--- config.mk ---
export PLATFORM = sky130hd
export DESIGN_NAME = fib_stream_gen
export DESIGN_NICKNAME = d
export VERILOG_FILES = /design/src/rtl/fib_stream_gen.sv
export SDC_FILE = /design/constraint.sdc
export NUM_CORES = 1
export LEC_CHECK = 0
export BUFFER_PORTS_ARGS = -buffer_cell sky130_fd_sc_hd__buf_2
export CORE_MARGIN = 5
export CORE_UTILIZATION = 38
export CTS_BUF_LIST = sky130_fd_sc_hd__clkbuf_4 sky130_fd_sc_hd__clkbuf_8
export CTS_CLUSTER_SIZE = 14
export DETAILED_ROUTE_END_ITERATION = 8
export PLACE_DENSITY_LB_ADDON = 0.15
export SETUP_SLACK_MARGIN = 0.5
export SYNTH_ARGS = -nofsm -noshare
export SYNTH_HDL_FRONTEND = slang
export SYNTH_SLANG_ARGS = --single-unit
--- constraint.sdc ---
create_clock -name clk -period 4.3 [get_ports clk]
set_clock_uncertainty 0.2 [all_clocks]
set_input_delay 1.29 -clock clk [delete_from_list [all_inputs] [get_ports clk]]
set_output_delay 1.29 -clock clk [all_outputs]
set_load 0.005 [all_outputs]
--- src/rtl/fib_stream_gen.sv ---
// Restartable Fibonacci/Lucas term generator with a valid/ready output stream.
// Terms saturate at all-ones once the unsigned sum no longer fits in WIDTH bits.
module fib_stream_gen #(
    parameter int unsigned WIDTH = 32,
    parameter int unsigned IDX_W = 8
) (
    input  logic             clk,
    input  logic             rst_n,
    input  logic             start,
    input  logic [IDX_W-1:0] n_terms,
    input  logic             mode,
    input  logic             out_ready,
    output logic             out_valid,
    output logic [WIDTH-1:0] out_data,
    output logic [IDX_W-1:0] out_index,
    output logic             out_last,
    output logic             out_sat,
    output logic             busy,
    output logic             done,
    output logic             overflow
);

    typedef enum logic {
        IDLE = 1'b0,
        RUN  = 1'b1
    } state_t;

    state_t           state_q, state_d;
    logic [WIDTH-1:0] a_q, a_d;
    logic [WIDTH-1:0] b_q, b_d;
    logic             sat_a_q, sat_a_d;
    logic             sat_b_q, sat_b_d;
    logic [IDX_W-1:0] idx_q, idx_d;
    logic [IDX_W-1:0] n_q, n_d;
    logic             last_q, last_d;
    logic             done_q, done_d;
    logic             ovf_q, ovf_d;
    logic [WIDTH:0]   sum_c;

    // One extra bit so the carry out of the term width is visible.
    assign sum_c = {1'b0, a_q} + {1'b0, b_q};

    always_ff @(posedge clk or negedge rst_n) begin
        if (!rst_n) begin
            state_q <= IDLE;
            a_q     <= '0;
            b_q     <= '0;
            sat_a_q <= 1'b0;
            sat_b_q <= 1'b0;
            idx_q   <= '0;
            n_q     <= '0;
            last_q  <= 1'b0;
            done_q  <= 1'b0;
            ovf_q   <= 1'b0;
        end else begin
            state_q <= state_d;
            a_q     <= a_d;
            b_q     <= b_d;
            sat_a_q <= sat_a_d;
            sat_b_q <= sat_b_d;
            idx_q   <= idx_d;
            n_q     <= n_d;
            last_q  <= last_d;
            done_q  <= done_d;
            ovf_q   <= ovf_d;
        end
    end

    always_comb begin
        state_d = state_q;
        a_d     = a_q;
        b_d     = b_q;
        sat_a_d = sat_a_q;
        sat_b_d = sat_b_q;
        idx_d   = idx_q;
        n_d     = n_q;
        last_d  = last_q;
        done_d  = 1'b0;
        ovf_d   = ovf_q;

        case (state_q)
            IDLE: begin
                if (start) begin
                    ovf_d = 1'b0;
                    if (n_terms == '0) begin
                        done_d = 1'b1;
                    end else begin
                        n_d     = n_terms;
                        a_d     = mode ? WIDTH'(2) : '0;
                        b_d     = WIDTH'(1);
                        sat_a_d = 1'b0;
                        sat_b_d = 1'b0;
                        idx_d   = '0;
                        last_d  = (n_terms == IDX_W'(1));
                        state_d = RUN;
                    end
                end
            end
            RUN: begin
                if (out_ready) begin
                    if (last_q) begin
                        state_d = IDLE;
                        last_d  = 1'b0;
                        done_d  = 1'b1;
                    end else begin
                        a_d     = b_q;
                        sat_a_d = sat_b_q;
                        idx_d   = idx_q + IDX_W'(1);
                        last_d  = ((idx_q + IDX_W'(1)) == (n_q - IDX_W'(1)));
                        // Saturation is sticky: a saturated operand keeps every later term pinned.
                        if (sum_c[WIDTH] || sat_a_q || sat_b_q) begin
                            b_d     = '1;
                            sat_b_d = 1'b1;
                        end else begin
                            b_d = sum_c[WIDTH-1:0];
                        end
                        ovf_d = ovf_q | sat_b_q;
                    end
                end
            end
            default: state_d = IDLE;
        endcase
    end

    assign out_valid = (state_q == RUN);
    assign busy      = (state_q == RUN);
    assign out_data  = a_q;
    assign out_index = idx_q;
    assign out_last  = last_q;
    assign out_sat   = sat_a_q;
    assign done      = done_q;
    assign overflow  = ovf_q;

endmodule

==> results.yml <==
status:
  status: "complete, no violations"
synth:
  synth_area_mm2: 0.00509
  synth_top_cell_area_share_pct: 42.3
  postSynthCellCount: 503
  synth_cell_types: 52
  synth_flop_cell: "dfrtp_1"
  syn-mean-instance-area_um2: 10.1
  ys_async_sr_fraction_pct: 100
  synth_edf_count: 0
  seq_area_frac_synth_pct: 42.3
  synth.largest_area_cell: "dfrtp_1"
  synth_seq_cells: 86
  synth.area.top_cells: "dfrtp_1, ha_1, a22o_1"
  yosysWarnings: 0
  synth.net_count: 551
clock_tree:
  ctsHoldBuffers: 0
  cts.reportedPaths.clkPinSlew_ns: 0.09
  cts_resized: 0
  clkLatencyLatePin_ns: 0.38
  clock-sinks: 86
  cts_root_buffer: "clkbuf_8"
  htree_levels: 3
  cts_tree: "yes"
  post_cts_buffers: 0
  numCtsBuffers: 9
  clock_path_buffers: 2
job:
  maxCapViolations: 0
final_layout:
  antenna_cells: 0
  final_nets: 601
  layout_common_cells: "dfrtp_1, nand2_1, buf_2, ha_1, a22o_1"
  final_common_cell: "dfrtp_1"
  syn_to_final_growth_pct: 14.1
  stdcell_area_mm2: 0.00581
  postLayoutCoreUtil_pct: 44.0
  drive_above_1_share_pct: 20.1
floorplanning:
  core_mm2: 0.0132
  io-pin-count: 59
  die_x_um: 126
  rows: 42
  die_y_um: 126
  dieArea_mm2: 0.0158
  start_util_pct: 38.6
timing:
  whs_ns: 0.317
  min_period_ns: 3.51
  maxSlewViolCount: 0
  tns_ns: 0
  fin_crit_sh_pct: 81.6
  slew_headroom_pct: 44.5
  tightest_slew_ns: 0.832
  final-hold-violation-count: 0
  finalSetupViolCount: 0
  rsz0062_at_grt: "false"
  max_freq_ghz: 0.285
worst_setup_path:
  critPathLaunchType: "register"
  end_kind: "register"
  crit_required_ns: 4.36
  cp_slowest_cell: "fa_1"
  cp_cell_sequence: "ha_1 > fa_1 > a211oi_1 > o211ai_1 > nand3_1 > a31oi_1 > a41oi_2 > o31a_4 > a21oi_4 > and2_4 > a221o_2"
  cpPeakStageDelay_ns: 0.43
  cp_max_fo: 28
  worst-path-buf-inv: 0
  worst-setup-path-type: "reg -> reg"
  worstPathArrival_ns: 3.57
  crit_family: "compound AO/OA/AOI/OAI gates"
power_and_ir_drop:
  pwr-share-comb_pct: 28.7
  p_clk_share_pct: 30.9
  power_density_mw_per_mm2: 429
  leakagePower_nw: 2.99
  seq_power_share_pct: 40.4
  peakVddDrop_uv: 166
  internal_power_mw: 1.64
  swShare_pct: 34.0
  switchingPower_mw: 0.846
  finalPower_mw: 2.49
global_route:
  global_route.overflow_total: 0
  grt_max_degree: 65
  grt_pass1_wl_um: 20000
  antenna_found_initial: 0
  track_usage_pct: 15.3
  grt_pass1_vias: 4046
detailed_routing:
  drtIter0Drc: 192
  routed_wl_um: 11700
  routedWlPerCell_um: 16.0
  vias_per_cell: 5.43
  drc: 0
  num_vias: 3983
  dr.pass1.iters: 5
  ant_nets: 0
placement:
  gp_congestion: 0.874
  dpl.hpwl_um: 8280
  placed_cell_area_mm2: 0.00554
  io_buffers: 58
worst_hold_path:
  min_path_type: "reg -> reg"
[final cells by class]
cell class              count  area, µm²
fillers                  1291       7380
clock buffers              10        138
flip-flops and latches     86       2150
repair buffers             66        365
inverters                  11       41.3
clock inverters             6        133
well taps                 176        220
multi-input cells         379       2760
[flip-flops by register name, indices dropped and copies added, names as in the netlist]
signal,cells
b_q,32
out_data,32
n_q,8
out_index,8
busy,1
done,1
out_last,1
out_sat,1
overflow,1
sat_b_q,1
[cells in the mapped netlist (all sizes together), types with 3 or more instances]
cell type	n
a211oi	3
a21o	14
a21oi	31
a221o	26
a22o	33
a31oi	5
and2	5
buf	10
clkbuf	17
dfrtp	86
ha	34
inv	11
mux2	4
nand2	61
nand3	9
nand4	5
nor2	19
nor2b	3
nor3	7
nor4	4
o21ai	32
o21bai	8
o31ai	3
xnor2	29
xor2	18
[cell families after synthesis]
logic type                 count (synthesis)  share of synthesized area [%]
adders and majority gates                 35                           8.75
muxes                                      6                           1.28
DFF                                       86                           42.3
and+or+nand+nor                          123                           11.0
AOI/OAI and AO/OA                        168                           24.8
buffers and inverters                     38                           3.71
xor gates and xnor gates                  47                           8.09
[tightest hold or removal path, cell delays in order (launching register included)]
cell and delay [ns]:
dfrtp_1 0.35, a21oi_1 0.05, nor2_1 0.08
[power groups by stage]
| stage | sequential [mW] | combinational (mW) | clock (mW) |
|---|---|---|---|
| 2_1_floorplan | 0.991 | 0.515 | 0 |
| 3_3_place_gp | 1.02 | 0.713 | 0 |
| 3_5_place_dp | 1.02 | 0.718 | 0 |
| 4_1_cts | 1.01 | 0.726 | 0.793 |
| 5_1_grt | 1.03 | 0.792 | 0.818 |
| 6_report | 1.01 | 0.714 | 0.769 |
[final timing paths]
kind / from / to / slack (ns) / cells after the start
max: out_data[0] / b_q[27] / 0.79 / 11
min: overflow / overflow / 0.32 / 2
max reg2reg: out_data[0] / b_q[27] / 0.79 / 11
min reg2reg: overflow / overflow / 0.32 / 2
max in group asynchronous: rst_n / out_last / 2.40 / 2
min in group asynchronous: rst_n / out_data[5] / 0.80 / 1
[metrics by stage]
stage | cells | setup WS, ns
2_1_floorplan | 503 | 0.942
3_3_place_gp | 718 | 0.860
3_5_place_dp | 718 | 0.845
4_1_cts | 734 | 0.785
5_1_grt | 734 | 0.571
6_report | 734 | 0.789
[layer usage]
layer | track usage [%] | share of wire, %
met5 | 0 | 0
met4 | 6.31 | 1.9
met3 | 2.88 | 3.3
met2 | 24.4 | 46
met1 | 20.6 | 48
Note: power is estimated with default switching activity, not from simulation.
